$ cat src/rtl/tap_pulse_generator_if.sv
// Key/tick inputs and tap outputs between the board key, the game tick source
// and the character register.
interface tap_pulse_generator_if;
  logic key_in;
  logic game_tick;
  logic tap;
  logic key_level;
  logic tap_dropped;

  modport master (
    input  key_in,
    input  game_tick,
    output tap,
    output key_level,
    output tap_dropped
  );

  modport slave (
    output key_in,
    output game_tick,
    input  tap,
    input  key_level,
    input  tap_dropped
  );
endinterface

$ cat src/rtl/tap_pulse_generator.sv
// Debounces a raw push-button and emits one game-tick-wide tap per accepted press.
// Define TAP_AUTO_REPEAT_EN to re-fire the press every REPEAT_TICKS ticks while held.
module tap_pulse_generator #(
  parameter int unsigned DEBOUNCE_CYCLES = 1000000,
  parameter int unsigned CNT_W           = 20,
  parameter bit          KEY_ACTIVE_LOW  = 1'b1
`ifdef TAP_AUTO_REPEAT_EN
  , parameter int unsigned REPEAT_TICKS  = 8
`endif
) (
  input  logic                  clock,
  input  logic                  resetn,
  tap_pulse_generator_if.master bus
);

  typedef enum logic [1:0] {
    RELEASED   = 2'd0,
    PRESS_DB   = 2'd1,
    HELD       = 2'd2,
    RELEASE_DB = 2'd3
  } state_e;

  localparam logic             SYNC_IDLE = KEY_ACTIVE_LOW;
  localparam logic [CNT_W-1:0] DB_LAST   = CNT_W'(DEBOUNCE_CYCLES - 1);

  logic             sync1_q, sync1_d;
  logic             sync2_q, sync2_d;
  logic             pressed;
  state_e           state_q, state_d;
  logic [CNT_W-1:0] cnt_q, cnt_d;
  logic             key_level_q, key_level_d;
  logic             db_event;
  logic             press_event;
  logic             pending_q, pending_d;
  logic             tap_q, tap_d;
  logic             dropped_q, dropped_d;

`ifdef TAP_AUTO_REPEAT_EN
  localparam int unsigned    RPT_W    = (REPEAT_TICKS > 1) ? $clog2(REPEAT_TICKS) : 1;
  localparam logic [RPT_W-1:0] RPT_LAST = RPT_W'(REPEAT_TICKS - 1);

  logic [RPT_W-1:0] rpt_q, rpt_d;
  logic             rpt_event;
`endif

  always_comb begin
    sync1_d = bus.key_in;
    sync2_d = sync1_q;
    pressed = KEY_ACTIVE_LOW ? ~sync2_q : sync2_q;
  end

  // Debounce FSM; the counter is shared by the press and release qualification.
  always_comb begin
    state_d     = state_q;
    cnt_d       = cnt_q;
    key_level_d = key_level_q;
    db_event    = 1'b0;
    unique case (state_q)
      RELEASED: begin
        if (pressed) begin
          state_d = PRESS_DB;
          cnt_d   = '0;
        end
      end
      PRESS_DB: begin
        if (!pressed) begin
          state_d = RELEASED;
          cnt_d   = '0;
        end else if (cnt_q == DB_LAST) begin
          state_d     = HELD;
          cnt_d       = '0;
          key_level_d = 1'b1;
          db_event    = 1'b1;
        end else begin
          cnt_d = cnt_q + CNT_W'(1);
        end
      end
      HELD: begin
        if (!pressed) begin
          state_d = RELEASE_DB;
          cnt_d   = '0;
        end
      end
      RELEASE_DB: begin
        if (pressed) begin
          state_d = HELD;
          cnt_d   = '0;
        end else if (cnt_q == DB_LAST) begin
          state_d     = RELEASED;
          cnt_d       = '0;
          key_level_d = 1'b0;
        end else begin
          cnt_d = cnt_q + CNT_W'(1);
        end
      end
      default: begin
        state_d     = RELEASED;
        cnt_d       = '0;
        key_level_d = 1'b0;
      end
    endcase
  end

`ifdef TAP_AUTO_REPEAT_EN
  // Being outside HELD keeps the counter at zero, so entry into HELD starts from zero.
  always_comb begin
    rpt_d     = rpt_q;
    rpt_event = 1'b0;
    if (state_q != HELD) begin
      rpt_d = '0;
    end else if (bus.game_tick) begin
      if (rpt_q == RPT_LAST) begin
        rpt_d     = '0;
        rpt_event = 1'b1;
      end else begin
        rpt_d = rpt_q + RPT_W'(1);
      end
    end
  end

  always_comb press_event = db_event | rpt_event;
`else
  always_comb press_event = db_event;
`endif

  // A tick hands the pending press to tap and captures a same-edge event as the
  // next pending one, so nothing is lost on a tick edge.
  always_comb begin
    tap_d     = tap_q;
    pending_d = pending_q;
    dropped_d = 1'b0;
    if (bus.game_tick) begin
      tap_d     = pending_q;
      pending_d = press_event;
    end else begin
      pending_d = pending_q | press_event;
      dropped_d = press_event & pending_q;
    end
  end

  always_ff @(posedge clock or negedge resetn) begin
    if (!resetn) begin
      sync1_q     <= SYNC_IDLE;
      sync2_q     <= SYNC_IDLE;
      state_q     <= RELEASED;
      cnt_q       <= '0;
      key_level_q <= 1'b0;
      pending_q   <= 1'b0;
      tap_q       <= 1'b0;
      dropped_q   <= 1'b0;
    end else begin
      sync1_q     <= sync1_d;
      sync2_q     <= sync2_d;
      state_q     <= state_d;
      cnt_q       <= cnt_d;
      key_level_q <= key_level_d;
      pending_q   <= pending_d;
      tap_q       <= tap_d;
      dropped_q   <= dropped_d;
    end
  end

`ifdef TAP_AUTO_REPEAT_EN
  always_ff @(posedge clock or negedge resetn) begin
    if (!resetn) begin
      rpt_q <= '0;
    end else begin
      rpt_q <= rpt_d;
    end
  end
`endif

  assign bus.tap         = tap_q;
  assign bus.key_level   = key_level_q;
  assign bus.tap_dropped = dropped_q;

endmodule

$ cat src/flat_wrapper.sv
// flat-port wrapper written by rule: the top's interface ports become plain ports
module tap_pulse_generator_flat 
#(
  parameter int unsigned DEBOUNCE_CYCLES = 1000000,
  parameter int unsigned CNT_W           = 20,
  parameter bit          KEY_ACTIVE_LOW  = 1'b1

)
  (clock, resetn, bus_key_in, bus_game_tick, bus_tap, bus_key_level, bus_tap_dropped);
  tap_pulse_generator_if bus_i ();
  input  logic clock;
  input  logic resetn;
  input wire logic [$bits(bus_i.key_in)-1:0] bus_key_in;
  input wire logic [$bits(bus_i.game_tick)-1:0] bus_game_tick;
  output wire logic [$bits(bus_i.tap)-1:0] bus_tap;
  output wire logic [$bits(bus_i.key_level)-1:0] bus_key_level;
  output wire logic [$bits(bus_i.tap_dropped)-1:0] bus_tap_dropped;
  assign bus_i.key_in = bus_key_in;
  assign bus_i.game_tick = bus_game_tick;
  assign bus_tap = bus_i.tap;
  assign bus_key_level = bus_i.key_level;
  assign bus_tap_dropped = bus_i.tap_dropped;
  tap_pulse_generator #(.DEBOUNCE_CYCLES(DEBOUNCE_CYCLES), .CNT_W(CNT_W), .KEY_ACTIVE_LOW(KEY_ACTIVE_LOW)) u_core (.clock(clock), .resetn(resetn), .bus(bus_i));
endmodule
$ cat config.mk
export PLATFORM = sky130hd
export DESIGN_NAME = tap_pulse_generator_flat
export DESIGN_NICKNAME = d
export VERILOG_FILES = /design/src/rtl/tap_pulse_generator_if.sv /design/src/rtl/tap_pulse_generator.sv /design/src/flat_wrapper.sv
export SDC_FILE = /design/constraint.sdc
export NUM_CORES = 1
export LEC_CHECK = 0
export ABC_AREA = 1
export BUFFER_PORTS_ARGS = -buffer_cell sky130_fd_sc_hd__buf_4
export CAP_MARGIN = 20
export CORE_MARGIN = 2
export CORE_UTILIZATION = 55
export CTS_BUF_LIST = sky130_fd_sc_hd__clkbuf_8
export CTS_CLUSTER_DIAMETER = 60
export DETAILED_ROUTE_END_ITERATION = 7
export HOLD_SLACK_MARGIN = 0.05
export PLACE_DENSITY = 0.75
export SLEW_MARGIN = 20
export SYNTH_ARGS = -nofsm -noshare
export SYNTH_HDL_FRONTEND = slang
export SYNTH_SLANG_ARGS = --single-unit
$ cat constraint.sdc
create_clock -name clock -period 1.5 [get_ports clock]
set_input_delay 0.3 -clock clock [delete_from_list [all_inputs] [get_ports clock]]
set_output_delay 0.3 -clock clock [all_outputs]
set_load 0.05 [all_outputs]
### Yosys cells after proc, flatten, opt, wreduce, memory -nomap -nowiden

Index checks and enable logic that the tools add are counted.

| word-level totals | value |
|---|---|
| bits in registers | 28 |
| bits of input ports | 4 |
| output and inout bits | 3 |

| operators by class | value |
|---|---|
| add/subtract/negate cells | 1 |
| eq/ne operators | 12 |
| mux-type cells | 23 |
| bitwise gates (word level) | 2 |
| reduce and logical (&&, ||, !) cells | 5 |

Operator list:

| operator | number |
|---|---|
| $mux W20 | 5 |
| $pmux W20 S4 | 1 |
| $add A20 B1 Y20 const B | 1 |
| $eq A20 B20 Y1 const B | 1 |
| $mux W2 | 6 |
| $mux W1 | 9 |
| $ne A2 B1 Y1 const B | 4 |
| $pmux W2 S4 | 1 |
| $reduce_and A5 Y1 | 1 |
| $eq A2 B2 Y1 const B | 2 |
| $ne A2 B2 Y1 const B | 2 |
| $reduce_and A4 Y1 | 1 |
| $ne A3 B1 Y1 const B | 1 |
| $ne A3 B3 Y1 const B | 1 |
| $eq A2 B1 Y1 const B | 1 |
| $logic_not A2 Y1 | 1 |
| $pmux W1 S2 | 1 |
| $reduce_and A2 Y1 | 1 |
| $reduce_bool A2 Y1 | 1 |
| $and A1 B1 Y1 | 1 |
| $or A1 B1 Y1 | 1 |

### Longest topological paths before layout

Gate-level depths: netlist of run 1.

| depth | value |
|---|---|
| word-level depth | 6 |
| mapped depth | 10 |

### Least setup slack after synthesis of run 1

OpenSTA, ideal clock, no wires.

| timing | value |
|---|---|
| kind | register to register |
| start | register u_core.cnt_q[0] |
| end | register u_core.cnt_q[15] |
| data arrival time | 1.398 ns |
| required time | 1.383 ns |
| slack | -0.014 ns |
| cell stages (with the launch flop) | 10 |
| path buffers | 1 |
| period minus slack after synthesis | 1.514 ns |
| path through | dfrtp_1 > ha_1 > inv_2 > nor3_2 > nand3_2 > nand2_2 > buf_6 > nor2_2 > nand2_1 > nand2_1 |

| on the way | value |
|---|---|
| cells in the longest elaborated chain, start to end | 4 |
| elaborated cells on any way between the ends | 6 |
| classes of those cells | add/sub: 1; eq/ne: 1; mux: 4 |

Ends and longest elaborated chain:

| element | RTL line | text |
|---|---|---|
| start, declared | tap_pulse_generator.sv:30 | `logic [CNT_W-1:0] cnt_q, cnt_d;` |
| start signal, assigned | tap_pulse_generator.sv:155 | `cnt_q <= cnt_d;` |
| $add A20 B1 Y20 or $eq A20 B20 Y1 (tied branches) | - |  |
| $mux W20 (*) | tap_pulse_generator.sv:69, tap_pulse_generator.sv:88 |  |
| $mux W20, on equally long branches | tap_pulse_generator.sv:85, tap_pulse_generator.sv:66 |  |
| $pmux W20 S4 (*) | tap_pulse_generator.sv:58 | `unique case (state_q)` |

Mark *: on every way between the ends. The rest lies on a longest branch, timed or not.
A chain may end at the register's enable or synchronous reset.

### Final worst setup path of run 1

| timing | value |
|---|---|
| start | register u_core.cnt_q[1] |
| end | register u_core.cnt_q[15] |

Same word-level chain as after synthesis.

==> run_results.csv, run 1 <==
group,metric,value,unit
outcome,status,"complete, but fails checks",
outcome,failed_checks,"DRC",
cts,cts.path.max_buffers,2,
detailed_routing,drt_iter0_markers,54,
logic_synthesis,synth_area_leaders,"dfrtp_1, nand2_1, nor2_1",
cts,cts_inserted_buffers,3,
placed_design,detailedPlace.worstSlack,0.0287,ns
critical_path,cp_data_required_time,1.69,ns
placed_design,routability_driven_placement_congestion_ratio,0.937,
placed_design,port-buffer-count,6,
layout,layout.area.seq,704,um^2
critical_path,cp_common_cell,"nand2_1",
global_route,maximum_number_of_pins_on_one_net_before_global_route_repair,29,
cts,numClockSinks,28,
global_route,track_usage,0.222,
layout,multiInputGateArea,843,um^2
cts,clock_insertion_delay_worst_skew,0.28,ns
global_route,grt_pass1_vias,1278,
layout,num-nets-final,263,
timing,hold_viol_final,0,
global_route,grt_first_pass_wirelength,5770,um
floorplanning,core.rowCount,19,
timing,finalSetupTns,0,ns
detailed_routing,detailed_routing_iterations_pass_1,6,
timing,clock.fmax,705,MHz
critical_path,maximum_fanout_along_the_worst_path,5,
timing,min_period_over_period,0.945,
pwr,ir_drop,416,uV
timing,skew,0.00655,ns
floorplanning,io-pin-count,7,
layout,mostFrequentLayoutCell,"nand2_1",
floorplanning,die_area,3440,um^2
layout,mostFrequentLayoutCells,"nand2_1, nor2_1, dfrtp_1, buf_4, inv_1",
cts,h-tree-depth,1,
detailed_routing,drcViolationCount,1,
floorplanning,fp.dieW,58.7,um
layout,stdcell_count,288,
logic_synthesis,synth.cell_area,1640,um^2
critical_path,cp_top_family,"simple AND/OR/NAND/NOR gates",
logic_synthesis,distinct_cells_synth,24,
cts,clk_pin_slew_worst_paths,0.10,ns
cts,tritoncts,"yes",
global_route,grt_remaining_overflow,0,
cts,clock-root-buffer,"clkbuf_8",
layout,post_route_core_utilization,0.690,
logic_synthesis,syn_nets,237,
timing,final.hold.worst_slack,0.123,ns
layout,final_layout_size_suffix_gt1_frac,0.222,
run,max_cap_violations,0,
pwr,finalPower,1.34,mW
critical_path,delay_of_the_slowest_cell_on_the_worst_path,0.40,ns
layout,area_delta_synth_final,17.7,%
detailed_routing,antenna_violating_nets_post_route,0,
critical_path,start_kind,"register",
critical_path,critical_path.cell_chain,"ha_4 -> inv_2 -> nor3_2 -> nand3_2 -> nand2_4 -> buf_6 -> nor2_2 -> nand2_1 -> nand2_1",
logic_synthesis,synth.avg_cell_area,7.09,um^2
logic_synthesis,yosys.area.top_type_share,0.396,
critical_path,criticalPathCategory,"reg -> reg",
critical_path,worstSetupEndpointType,"register",
detailed_routing,average_detailed_routed_wire_length_per_instance,12.2,um
floorplanning,placeableCoreArea,2810,um^2
layout,postLayoutCellArea,1940,um^2
floorplanning,die_height,58.7,um
logic_synthesis,yosysWarnings,0,
timing,timing.slew.headroom,0.759,
layout,nFillCells,244,
detailed_routing,route.vias.total,1491,
timing,final.setup.worst_slack,0.0820,ns
timing,setup-violations-final,0,
logic_synthesis,synth_top_area_cell,"dfrtp_1",
logic_synthesis,ys_ff_latch,28,
critical_path,worst_path_max_delay_cell,"dfrtp_1",
pwr,power.static_leakage,0.909,nW
pwr,pwr_density_cell,692,nW/um^2
worst_hold_path,min-delay-path-class,"in -> reg",
detailed_routing,finalWirelength,3500,um
placed_design,dp_cells,278,
floorplanning,floorplan.initialDensity,0.586,
critical_path,crit_arrival,1.60,ns
detailed_routing,viasPerCell,5.18,
logic_synthesis,syn_inst,232,
layout,num_antenna_cells,0,
timing,timing.final.crit_period,1.42,ns
logic_synthesis,seq_area_frac_synth,0.428,
timing,tightestPinTransition,0.362,ns
global_route,antenna_violations_before_repair,0,
placed_design,dpl.hpwl,2510,um
critical_path,crit_buf_inv,2,
timing,rsz0062_at_grt,"true",
timing,timing.final.max_slew_violations,0,
placed_design,postPlaceCellArea,1790,um^2
==> power breakdown <==
part | switching [mW] | total, mW | leakage (nW) | internal [mW]
sequential | 0.00656 | 0.772 | 0.379 | 0.765
combinational | 0.0588 | 0.0936 | 0.501 | 0.0348
clock | 0.239 | 0.475 | 0.0288 | 0.236
total | 0.305 | 1.34 | 0.909 | 1.04
==> cells in the mapped netlist (all sizes together) <==
library cell,n
inv,26
dfrtp,26
a31o,1
o21bai,1
dfstp,2
o22ai,6
buf,4
nand3,18
nand2,91
nor3,1
ha,1
o21ai,8
xor2,4
or2,1
nor2,39
nand4,2
nand3b,1
==> final cells by class <==
class,instances,area share
tap,31,0.0200
multi-input combinational,174,0.436
clock buffer,4,0.0284
timing repair buffer,25,0.100
inverter,26,0.0517
sequential,28,0.364
==> cell families (layout without fill, tap and decap cells) <==
logic type                 after synthesis  after routing  share of synthesized area
and+or+nand+nor                        153            153                      0.406
buffers and inverters                   30             55                     0.0807
DFF                                     28             28                      0.428
AOI/OAI and AO/OA                       16             16                     0.0571
xor gates and xnor gates                 4              4                     0.0213
adders and majority gates                1              1                    0.00761
==> layer usage <==
layer	global-route usage	vias up	share of wire
met2	0.340	42	0.44
met4	0.0779	0	0.020
met5	0	-	0
met3	0.0330	7	0.046
met1	0.323	675	0.49
li1	-	767	-
==> worst paths after layout <==
check	startpoint	depth (start not counted)	endpoint	slack [ns]
worst min register to register	u_core.sync1_q	0	u_core.sync2_q	0.36
min in group asynchronous	resetn	2	u_core.cnt_q[10]	0.46
max in group asynchronous	resetn	2	u_core.sync2_q	0.72
worst max-delay path	u_core.cnt_q[1]	9	u_core.cnt_q[15]	0.08
worst max register to register	u_core.cnt_q[1]	9	u_core.cnt_q[15]	0.08
worst min-delay path	bus_key_in	1	u_core.sync1_q	0.12
==> timing repair <==
item | in CTS | in global routing
hold endpoints to repair | 26 | 0
hold buffers | 1 | 0
setup buffers | 0 | 5
gates resized for setup | 0 | 11
endpoints found under the setup margin | 0 | 19
==> flip-flops by register name (all words and copies together) (netlist names), named ones only <==
signal                  flops
u_core.cnt_q               20
u_core.bus.key_level        1
u_core.bus.tap              1
u_core.bus.tap_dropped      1
u_core.pending_q            1
u_core.state_q              1
u_core.sync1_q              1
u_core.sync2_q              1
No activity file was read; power rests on OpenSTA's default activity.
==> run 2, diff against run 1 <==
Settings changed: PLACE_DENSITY 0.75 to 0.81.
==> run 2 against run 1 <==
- the flow still finishes with violations (DRC)
- critical path type unchanged
- clock power increased by 24%
- non-clock buffer count decreased by 5
- critical endpoint is now u_core.cnt_q[2]
- register-to-register slack about the same
- sequential share of layout area increased by 0.16 points
- fmax increased by 0.98%
- clock skew about the same
- combinational power increased by 2.9%
- worst setup slack improved by 0.014 ns
==> run_results.csv, run 2 (synthesized netlist as in run 1, its figures left out) <==
group,metric,value,unit
outcome,status,"complete, but fails checks",
outcome,failed_checks,"DRC",
pwr,power.static_leakage,0.890,nW
timing,hold_viol_final,0,
placed_design,routability_driven_placement_congestion_ratio,0.859,
timing,finalSetupTns,0,ns
timing,tightestPinTransition,0.354,ns
layout,num_antenna_cells,0,
detailed_routing,antenna_violating_nets_post_route,0,
detailed_routing,route.vias.total,1481,
critical_path,critical_path.cell_chain,"nor2_1 -> nand2_1 -> nor2_2 -> nand3_2 -> nand2_4 -> buf_4 -> o22ai_1",
global_route,maximum_number_of_pins_on_one_net_before_global_route_repair,29,
placed_design,dp_cells,275,
detailed_routing,viasPerCell,5.23,
worst_hold_path,min-delay-path-class,"in -> reg",
global_route,grt_first_pass_wirelength,5830,um
layout,multiInputGateArea,846,um^2
floorplanning,fp.dieW,58.7,um
global_route,grt_pass1_vias,1312,
cts,numClockSinks,28,
layout,postLayoutCellArea,1930,um^2
critical_path,maximum_fanout_along_the_worst_path,5,
cts,clk_pin_slew_worst_paths,0.09,ns
timing,timing.slew.headroom,0.764,
critical_path,criticalPathCategory,"reg -> reg",
layout,area_delta_synth_final,17.4,%
pwr,pwr_density_cell,754,nW/um^2
critical_path,delay_of_the_slowest_cell_on_the_worst_path,0.44,ns
layout,mostFrequentLayoutCells,"nand2_1, nor2_1, dfrtp_1, inv_1",
critical_path,crit_arrival,1.56,ns
layout,nFillCells,228,
global_route,grt_remaining_overflow,0,
critical_path,start_kind,"register",
layout,post_route_core_utilization,0.688,
timing,timing.final.crit_period,1.40,ns
detailed_routing,average_detailed_routed_wire_length_per_instance,12.5,um
detailed_routing,drt_iter0_markers,107,
placed_design,detailedPlace.worstSlack,0.0298,ns
placed_design,dpl.hpwl,2520,um
floorplanning,floorplan.initialDensity,0.586,
cts,cts.path.max_buffers,2,
timing,min_period_over_period,0.936,
floorplanning,die_area,3440,um^2
pwr,finalPower,1.46,mW
cts,cts_inserted_buffers,3,
run,max_cap_violations,0,
layout,layout.area.seq,706,um^2
pwr,seq_power_share,0.530,
layout,stdcell_count,283,
placed_design,port-buffer-count,6,
cts,clock-root-buffer,"clkbuf_8",
layout,num-nets-final,258,
pwr,ir_drop,417,uV
timing,final.hold.worst_slack,0.130,ns
timing,timing.final.max_slew_violations,0,
layout,largest_register_ffs,20,
floorplanning,io-pin-count,7,
global_route,antenna_violations_before_repair,0,
critical_path,worst_path_max_delay_cell,"dfrtp_1",
timing,skew,0.00615,ns
global_route,track_usage,0.222,
floorplanning,placeableCoreArea,2810,um^2
detailed_routing,finalWirelength,3530,um
pwr,share_clk_of_total_power,0.403,
timing,setup-violations-final,0,
timing,clock.fmax,712,MHz
timing,final.setup.worst_slack,0.0958,ns
layout,final_layout_size_suffix_gt1_frac,0.214,
placed_design,postPlaceCellArea,1780,um^2
detailed_routing,drcViolationCount,1,
pwr,p_switching,0.296,mW
pwr,p_comb_frac,0.066,
cts,h-tree-depth,1,
cts,clock_insertion_delay_worst_skew,0.27,ns
critical_path,cp_data_required_time,1.66,ns
pwr,power_switching_share,0.203,
critical_path,worstSetupEndpointType,"register",
layout,mostFrequentLayoutCell,"nand2_1",
pwr,internal-power,1.16,mW
floorplanning,die_height,58.7,um
floorplanning,core.rowCount,19,
detailed_routing,detailed_routing_iterations_pass_1,6,
timing,rsz0062_at_grt,"true",
layout,largest-register,"u_core.cnt_q",
cts,tritoncts,"yes",
run 2: repair_timing:
item | CTS | global route
hold buffers | 1 | 0
hold endpoints to repair | 26 | 0
gates resized for setup | 0 | 13
setup endpoints to repair | 0 | 23
buffers inserted | 0 | 3
run 2: worst paths after layout:
check                                  from              end  slack (ns)  cells after the start
setup reg to reg           u_core.cnt_q[12]  u_core.cnt_q[2]         0.1                      7
hold / removal                   bus_key_in   u_core.sync1_q        0.13                      1
min in group asynchronous            resetn  u_core.cnt_q[7]        0.47                      2
max in group asynchronous            resetn   u_core.sync2_q        0.72                      2
hold reg to reg              u_core.sync1_q   u_core.sync2_q        0.36                      0
setup / recovery           u_core.cnt_q[12]  u_core.cnt_q[2]         0.1                      7
run 2: worst max-delay path, delay by kind of cell, from the launching register on:
kind                   cells  cell delay [ns]
AND/OR/NAND/NOR            5             0.64
buffers and inverters      1             0.14
flip-flops                 1             0.44
AO/OA/AOI/OAI              1             0.07
run 2: routing by layer:
| metal | track usage | routed length [um] |
|---|---|---|
| met1 | 0.313 | 1690 |
| met2 | 0.347 | 1610 |
| met3 | 0.0264 | 157 |
| met4 | 0.0942 | 67 |
| met5 | 0 | 0 |
run 2: power groups by stage:
stage | registers, mW | clock network (mW) | logic, mW
global placement | 0.784 | 0 | 0.0871
finish | 0.772 | 0.587 | 0.0963
global route | 0.773 | 0.631 | 0.108
CTS | 0.771 | 0.603 | 0.0901
detailed placement | 0.785 | 0 | 0.0876
floorplan | 0.788 | 0 | 0.0366
run 2: final cells by class:
| class | count | area share |
|---|---|---|
| clock buffer | 3 | 0.0214 |
| clock inverter | 1 | 0.0156 |
| inverter | 26 | 0.0518 |
| multi-input combinational | 174 | 0.438 |
| sequential | 28 | 0.366 |
| tap | 31 | 0.0201 |
| timing repair buffer | 20 | 0.0875 |
